**config.mk**
```make
export PLATFORM = sky130hd
export DESIGN_NAME = muldiv_hazard_ctrl
export DESIGN_NICKNAME = d
export VERILOG_FILES = /design/src/rtl/muldiv_hazard_ctrl.sv
export SDC_FILE = /design/constraint.sdc
export NUM_CORES = 1
export LEC_CHECK = 0
export ABC_AREA = 1
export BUFFER_PORTS_ARGS = -buffer_cell sky130_fd_sc_hd__buf_4
export CAP_MARGIN = 15
export CORE_MARGIN = 5
export CORE_UTILIZATION = 38
export CTS_CLUSTER_SIZE = 10
export DETAILED_ROUTE_END_ITERATION = 16
export PLACE_DENSITY = 0.75
export SYNTH_ARGS = -nofsm -noshare
export SYNTH_HDL_FRONTEND = slang
export SYNTH_SLANG_ARGS = --single-unit
```
**constraint.sdc**
```tcl
create_clock -name clk -period 2.14 [get_ports clk]
set_input_delay 0.214 -clock clk [delete_from_list [all_inputs] [get_ports clk]]
set_output_delay 0.214 -clock clk [all_outputs]
set_load 0.005 [all_outputs]
```
**src/rtl/muldiv_hazard_ctrl.sv**
```systemverilog
// Sequencer and HI/LO hazard controller for the EX-stage multiply/divide unit.
// Latency: start at cycle N -> hilo_write_o at N+MUL_CYCLES+1 (mul) or N+DIV_CYCLES+1 (div).
// Backpressure: holds PC and IF/ID and bubbles ID while a HI/LO reader or MDU op in ID would race the unit.
// Optional stall-cycle counter enabled by defining MUDIV_HAZARD_STALL_CNT_EN.
module muldiv_hazard_ctrl #(
    parameter int MUL_CYCLES = 4,
    parameter int DIV_CYCLES = 32,
    parameter int CNT_W      = 6
) (
    input  logic        clk,
    input  logic        reset,
    input  logic        start_mul_IDEX_i,
    input  logic        start_div_IDEX_i,
    input  logic        hilo_read_IFID_i,
    input  logic        muldiv_IFID_i,
    output logic        mdu_start_o,
    output logic        mdu_is_div_o,
    output logic        mdu_busy_o,
    output logic        hilo_write_o,
    output logic        PC_write_o,
    output logic        IFID_write_o,
    output logic        ctl_flush_o,
    output logic        proto_err_o,
    output logic [15:0] stall_cnt_o
);

    typedef enum logic [1:0] {
        ST_IDLE = 2'd0,
        ST_MUL  = 2'd1,
        ST_DIV  = 2'd2,
        ST_DONE = 2'd3
    } state_t;

    // Counter preload values: the op state is held for exactly N cycles,
    // counting N-1 down to 0 before moving to DONE.
    localparam logic [CNT_W-1:0] MUL_LOAD = CNT_W'(MUL_CYCLES - 1);
    localparam logic [CNT_W-1:0] DIV_LOAD = CNT_W'(DIV_CYCLES - 1);

    state_t           state_q, state_d;
    logic [CNT_W-1:0] cnt_q, cnt_d;
    logic             proto_err_q, proto_err_d;

    logic any_start;
    logic ready;
    logic busy;
    logic accept;
    logic start_conflict;
    logic hazard;

    // Decode of the current state and the issue request.
    always_comb begin
        any_start = start_mul_IDEX_i | start_div_IDEX_i;
        ready     = (state_q == ST_IDLE) | (state_q == ST_DONE);
        busy      = (state_q == ST_MUL)  | (state_q == ST_DIV);
        accept    = ready & any_start;
        // Both starts together (mul wins) or any start while the unit is
        // still counting is a protocol violation by the issue logic.
        start_conflict = (ready & start_mul_IDEX_i & start_div_IDEX_i)
                       | (busy & any_start);
        // A HI/LO reader or another MDU op in ID must wait while the unit is
        // busy or is being started this cycle; DONE alone is safe because
        // HI/LO is written at the end of DONE, ahead of the reader's EX.
        hazard = (hilo_read_IFID_i | muldiv_IFID_i) & (busy | accept);
    end

    // Next-state logic for the sequencer, latency counter and sticky error.
    always_comb begin
        state_d     = state_q;
        cnt_d       = cnt_q;
        proto_err_d = proto_err_q | start_conflict;
        case (state_q)
            ST_IDLE, ST_DONE: begin
                // DONE accepts a new op directly so back-to-back issue has
                // no idle gap between results.
                if (start_mul_IDEX_i) begin
                    state_d = ST_MUL;
                    cnt_d   = MUL_LOAD;
                end else if (start_div_IDEX_i) begin
                    state_d = ST_DIV;
                    cnt_d   = DIV_LOAD;
                end else begin
                    state_d = ST_IDLE;
                end
            end
            ST_MUL, ST_DIV: begin
                if (cnt_q == '0) begin
                    state_d = ST_DONE;
                end else begin
                    cnt_d = cnt_q - 1'b1;
                end
            end
            default: begin
                state_d = ST_IDLE;
                cnt_d   = '0;
            end
        endcase
    end

    // Sequencer state registers; reset abandons any operation in flight.
    always_ff @(posedge clk) begin
        if (reset) begin
            state_q     <= ST_IDLE;
            cnt_q       <= '0;
            proto_err_q <= 1'b0;
        end else begin
            state_q     <= state_d;
            cnt_q       <= cnt_d;
            proto_err_q <= proto_err_d;
        end
    end

`ifdef MUDIV_HAZARD_STALL_CNT_EN
    logic [15:0] stall_cnt_q, stall_cnt_d;

    // Saturating count of cycles in which the front end was held.
    always_comb begin
        stall_cnt_d = stall_cnt_q;
        if (hazard && (stall_cnt_q != 16'hFFFF)) begin
            stall_cnt_d = stall_cnt_q + 16'd1;
        end
    end

    // Stall counter register.
    always_ff @(posedge clk) begin
        if (reset) begin
            stall_cnt_q <= 16'h0000;
        end else begin
            stall_cnt_q <= stall_cnt_d;
        end
    end

    assign stall_cnt_o = stall_cnt_q;
`else
    assign stall_cnt_o = 16'h0000;
`endif

    // MDU handshake and HI/LO write enable.
    assign mdu_start_o  = accept;
    assign mdu_is_div_o = start_div_IDEX_i & ~start_mul_IDEX_i;
    assign mdu_busy_o   = busy;
    assign hilo_write_o = (state_q == ST_DONE);
    assign proto_err_o  = proto_err_q;

    // Stall controls are active-low, matching the load-use stall signals.
    assign PC_write_o   = ~hazard;
    assign IFID_write_o = ~hazard;
    assign ctl_flush_o  = ~hazard;

endmodule

```
==> results of run 1 <==
[cells by family (layout without fill, tap and decap cells)]
kind of cell | Yosys count | count (layout)
simple gates | 35 | 35
other cells | 1 | 16
fa+ha+maj | 3 | 3
flops | 9 | 9
compound gates | 15 | 15
buf+inv | 35 | 34
[per-stage QoR]
step / hold WS (ps) / utilization, % / setup slack, ps
after floorplan: 276.4 / - / 769.7
final: 125.2 / 42.96 / 436.5
after global routing: 119.4 / 42.96 / 336.6
after detailed placement: 398.6 / 41.41 / 722.5
after global placement: 393.2 / 41.41 / 773.5
after CTS: 119.7 / 42.96 / 428.1
[sequential cells by signal, summed over array words and instances (netlist names)]
| name | cells |
|---|---|
| state_q | 2 |
| proto_err_o | 1 |
| cnt_q | 6 |
[how the worst min path moves through the flow]
| stage | cells after the start | startpoint | end | slack [ps] |
|---|---|---|---|---|
| after floorplan | 1 | reset | cnt_q[3] | 280 |
| after global placement | 2 | reset | cnt_q[3] | 390 |
| after detailed placement | 2 | reset | cnt_q[3] | 400 |
| after CTS | 2 | reset | cnt_q[3] | 120 |
| after global routing | 2 | reset | cnt_q[3] | 120 |
| final | 2 | reset | cnt_q[3] | 130 |
[layer usage]
layer	global-route usage [%]	routed length (µm)
met5	0	0
met4	6.550	19
met2	16.53	632
met3	1.719	89
met1	11.40	498
[cells in the final DEF, fill, tap and decap left out]
cell type / netlist / routed
a21oi_1: 6 / 6
a21oi_2: 1 / 1
buf_4: 18 / 13
clkbuf_1: 0 / 1
clkbuf_4: 0 / 3
conb_1: 1 / 16
dfxtp_1: 9 / 9
ha_1: 3 / 3
inv_1: 15 / 15
inv_2: 2 / 2
nand2_1: 14 / 14
nand2_2: 1 / 1
nand2_4: 2 / 2
nand3_1: 4 / 4
nor2_1: 14 / 14
o211ai_1: 1 / 1
o21ai_0: 6 / 6
o221ai_1: 1 / 1
[critical path, delay by kind of cell (launching register included)]
family | cells | cell delay [ps]
AOI/OAI and AO/OA | 1 | 130
adders and majority gates | 1 | 410
buffers and inverters | 2 | 310
DFF | 1 | 320
and+or+nand+nor | 1 | 60
[cell usage after synthesis]
cell type	n	share of area [%]
buf_4	18	20
inv_1	15	8.5
nand2_1	14	8.0
nor2_1	14	8.0
dfxtp_1	9	27
a21oi_1	6	4.6
o21ai_0	6	4.6
nand3_1	4	3.0
ha_1	3	5.7
inv_2	2	1.1
nand2_4	2	3.4
a21oi_2	1	1.3
conb_1	1	0.57
nand2_2	1	0.95
o211ai_1	1	1.1
o221ai_1	1	1.3
[final cells by class]
cell class                 count  area [µm²]  area share (%)
inverter                      17       63.81           8.793
multi-input combinational     69       336.6           46.38
sequential                     9       180.2           24.83
tap                           17       21.27           2.931
timing repair buffer          13       97.59           13.45
clock buffer                   4       26.28           3.621
[power by group through the flow]
stage | logic, mW | clock network, mW | registers, mW
floorplan | 0.472 | 0 | 0.271
global placement | 0.587 | 0 | 0.277
detailed placement | 0.600 | 0 | 0.282
CTS | 0.601 | 0.138 | 0.280
global route | 0.695 | 0.144 | 0.288
finish | 0.598 | 0.135 | 0.281
==> impl_metrics.tcl, run 1 <==
set metrics [dict create \
    post-place-cells 125 \
    root_buffer "clkbuf_4" \
    routed_wl_mm 1.240 \
    grt_pass1_wl_mm 2.007 \
    placement.cell_area_um2 699.4 \
    maxCapViolCount 0 \
    overflow 0 \
    setup-violations-final 0 \
    netSwitchingFraction_pct 46.76 \
    ys_seq_area_share_pct 27.32 \
    layout.cells.non_filler 129 \
    clk_latency_ps 260 \
    viasPerCell 4.496 \
    drc 0 \
    required_ps 1930 \
    report.final.slew_viol_count 0 \
    p_clk_share_pct 13.3 \
    synth_mux_area_share_pct 0 \
    crit_arrival_ps 1490 \
    area_growth_pct 10.06 \
    switchingPower_mw 0.4742 \
    startpoint "state_q[0]" \
    drtIter0Drc 14 \
    die_h_um 51.66 \
    vias 580 \
    htreeDepth 1 \
    min_period_over_period_pct 79.60 \
    core_mm2 0.001689 \
    ios 30 \
    crit_path_end_kind "output pin" \
    routedWlPerCell_um 9.612 \
    die-area_mm2 0.002668 \
    critPathMaxFanout 8 \
    design_area_um2 725.7 \
    cts_setup_buffers 0 \
    rsz0062_at_grt "false" \
    cp_slowest_cell "ha_1" \
    syn_inst 98 \
    cts.reportedPaths.clkPinSlew_ps 70 \
    endpoint "ctl_flush_o" \
    synthAdderAreaFrac_pct 5.693 \
    cts_buffer_depth 2 \
    cts_buffers 3 \
    grt_usage_pct 9.868 \
    gp_congestion 0.8151 \
    first_global_vias 522 \
    status "finished, final reports clean" \
    holdCritPathClass "in2reg" \
    pwr_density_cell_mw_per_mm2 1397 \
    crit_type "reg2out" \
    finalHoldViolCount 0 \
    die_x_um 51.66 \
    antenna_found_initial 0 \
    finalClockSkew_ps 7.846 \
    p_comb_share_pct 59.0 \
    layout-drive-gt1-share_pct 19.64 \
    period_minus_slack_ps 1703 \
    p_leak_nw 0.4068 \
    layout.nets 122 \
    dr.pass1.iters 5 \
    hpwl_mm 1.038 \
    ant_nets 0 \
    n_fill_cell 163 \
    synth_top_family_by_area "buffers and inverters" \
    ctsHoldBuffers 0 \
    rr_startpoint "state_q[0]" \
    synth_area_per_cell_um2 6.728 \
    synth_cell_type_count 16 \
    cts_resized 0 \
    worstReg2RegEnd "cnt_q[4]" \
    cts.sinks 9 \
    port_buffers 13 \
    num_antenna_cells 0 \
    fmax_ghz 0.5870 \
    grt_max_degree 9 \
    cpPeakStageDelay_ps 410 \
    core.rowCount 15 \
    yosys.area_share.simple_pct 23.34 \
    cts_tree "built" \
    cp-start-kind "flip-flop" \
    ir_drop_mv 0.7559 \
    p_total_mw 1.014 \
    synth-xor-area-share_pct 0 \
    initial_core_util_pct 39.04 \
    rr_worst_depth 6 \
    p_int_mw 0.5399 \
    r2r_slack_ps 740 \
    netlist_area_um2 659.4 \
    seq_power_share_pct 27.7 \
    synth_compound_area_share_pct 12.90 \
    ys_ff_latch 9 \
    fin_setup_tns_ps 0 \
    yosysWarnings 0 \
    cp_cell_sequence "ha_1, inv_2, nand2_1, o21ai_0, buf_4" \
]
Note: power is estimated with default switching activity, not from simulation.
==> inputs of run 2 (changes only) <==
Settings changed: ABC_AREA 1 to 0, PLACE_DENSITY 0.75 to 0.77.
Clock period 2.14 ns to 1.5 ns, I/O delays scaled along.
==> run 2 against run 1 <==
  * Via count increased by 15%
  * Core utilization increased by 14 points
  * Sequential power increased by 67%
  * Final cell count increased by 2.3%
  * Flip-flop and latch count unchanged
  * Register-to-register slack got worse by 880 ps
  * Clock power increased by 47%
  * Total power increased by 140%
  * Global-route usage increased by 4.4 points
  * First-iteration DRC count decreased by 57%
  * The flow now finishes with violations (negative setup slack)
  * Critical path depth unchanged
==> impl_metrics.tcl, run 2 <==
set metrics [dict create \
    status "complete, but fails checks" \
    violations "negative setup slack" \
    netlist_area_um2 683.2 \
    htreeDepth 1 \
    antenna_found_initial 0 \
    clk_latency_ps 280 \
    cts_buffers 3 \
    first_global_vias 631 \
    die_x_um 52.40 \
    gp_congestion 0.8366 \
    holdCritPathClass "in2reg" \
    root_buffer "clkbuf_4" \
    p_clk_share_pct 8.1 \
    crit_type "reg2reg" \
    fmax_ghz 0.6092 \
    cts.reportedPaths.clkPinSlew_ps 70 \
    largest_register_ffs 6 \
    ir_drop_mv 1.225 \
    cp-start-kind "flip-flop" \
    viasPerCell 5.068 \
    synth_compound_area_share_pct 25.09 \
    dr.pass1.iters 4 \
    yosys.area_share.simple_pct 15.57 \
    synth_cell_type_count 36 \
    synthAdderAreaFrac_pct 6.960 \
    ys_ff_latch 9 \
    synth-xor-area-share_pct 0 \
    drtIter0Drc 6 \
    yosysWarnings 0 \
    ys_top_cells_by_area "dfxtp_1 26%, buf_4 20%, ha_1 5.5%" \
    yosys.area.top_type "dfxtp_1" \
    placement.cell_area_um2 815.8 \
    hpwl_mm 1.311 \
    vias 669 \
    p_int_mw 1.469 \
    routedWlPerCell_um 14.58 \
    final_common_cell "buf_4" \
    p_total_mw 2.440 \
    cp_cell_sequence "inv_4, ha_4, or4b_4, o21a_4, o311a_1" \
    final_util_pct 57.39 \
    required_ps 1660 \
    rsz0062_at_grt "true" \
    core_mm2 0.001727 \
    finalClockSkew_ps 13.17 \
    port_buffers 13 \
    p_comb_share_pct 72.7 \
    critPathMaxFanout 4 \
    cp_slowest_cell "or4b_4" \
    ctsHoldBuffers 0 \
    die-area_mm2 0.002746 \
    layout-drive-gt1-share_pct 49.53 \
    ys_seq_area_share_pct 26.37 \
    design_area_um2 991.0 \
    seq_power_share_pct 19.2 \
    cp_num_buf_inv 1 \
    mostFrequentLayoutCells "24 x buf_4, 16 x conb_1, 5 x inv_1, 5 x dfxtp_1, 5 x buf_6" \
    initial_core_util_pct 39.57 \
    finalHoldViolCount 0 \
    grt_max_degree 9 \
    cpPeakStageDelay_ps 460 \
    netSwitchingFraction_pct 39.80 \
    crit_arrival_ps 1810 \
    path_delay_family "compound AO/OA/AOI/OAI gates" \
    synth_edf_count 0 \
    setup-violations-final 8 \
    switchingPower_mw 0.9711 \
    synth_area_per_cell_um2 8.648 \
    cts_tree "built" \
    crit_path_end_kind "flip-flop" \
    synthFlopType "dfxtp_1" \
    largest_register "cnt_q" \
    min_period_over_period_pct 109.4 \
    grt_pass1_wl_mm 2.801 \
    drc 0 \
    ant_nets 0 \
    num_antenna_cells 0 \
    synth_top_area_share_pct 26.37 \
    cts.sinks 9 \
    grt_usage_pct 14.29 \
    synth_top_family_by_area "buffers and inverters" \
    synth_mux_area_share_pct 0 \
    report.final.slew_viol_count 0 \
    ios 30 \
    async_flop_share_pct 0 \
    synth_most_common_cell "buf_4" \
    die_h_um 52.40 \
    core.rowCount 15 \
    n_fill_cell 162 \
    overflow 0 \
    period_minus_slack_ps 1642 \
    synthTopCellsByCount "18 x buf_4, 9 x dfxtp_1, 7 x inv_1" \
    fin_ws_ps -141.6 \
    area_growth_pct 45.05 \
    cts_buffer_depth 2 \
    syn_inst 79 \
    pwr_density_cell_mw_per_mm2 2462 \
    layout.nets 117 \
    maxCapViolCount 0 \
    p_leak_nw 0.4287 \
    routed_wl_mm 1.924 \
]
-- run 2: repair_timing --
item                                    in CTS  in global routing
gates cloned                                 0                  0
gates resized for setup                     12                  7
buffers inserted                             4                  5
endpoints found under the setup margin       9                 11
pin swaps                                    4                  5
-- run 2: final timing paths --
kind	from	end	slack, ps	cells past startpoint
max reg2reg	cnt_q[1]	cnt_q[1]	-140	5
min reg2reg	proto_err_o	proto_err_o	470	2
min	reset	cnt_q[5]	120	2
max	cnt_q[1]	cnt_q[1]	-140	5
-- run 2: power groups by stage --
stage	registers, mW	logic [mW]	clock network (mW)
2_1_floorplan	0.426	0.843	0
5_1_grt	0.481	1.88	0.210
3_3_place_gp	0.441	1.20	0
3_5_place_dp	0.456	1.25	0
4_1_cts	0.454	1.47	0.203
6_report	0.469	1.77	0.198
-- run 2: metrics by stage --
step                setup slack, ps  TNS, ps  hold slack, ps  std cells
floorplan                    -181.9   -276.3           300.4         94
global placement             -76.28   -146.6           397.4        119
detailed placement           -112.0   -313.9           401.3        119
CTS                          -112.7   -545.6           110.3        127
global route                 -161.2    -1007           118.5        132
finish                       -141.6   -629.5           116.4        132
-- run 2: kinds of logic after synthesis --
family | count (synthesis)
other | 1
flip-flops | 9
AO/OA/AOI/OAI | 21
adder cells (fa/ha/maj) | 4
AND/OR/NAND/NOR | 16
buffers and inverters | 28
-- run 2: final cells by class --
| class | count | area [µm²] | share of cell area (%) |
|---|---|---|---|
| inverters | 7 | 28.78 | 2.904 |
| flip-flops and latches | 9 | 187.7 | 18.94 |
| multi-input cells | 57 | 465.4 | 46.97 |
| repair buffers | 30 | 251.5 | 25.38 |
| well taps | 25 | 31.28 | 3.157 |
| clock buffers | 4 | 26.28 | 2.652 |
-- run 2: routing by layer --
metal | vias to the layer above | part of all wire [%] | GRT usage (%)
met2 | 42 | 49 | 23.55
met4 | 0 | 3.6 | 12.34
met5 | - | 0 | 0
li1 | 306 | - | -
met1 | 314 | 39 | 15.11
met3 | 7 | 8.4 | 3.134
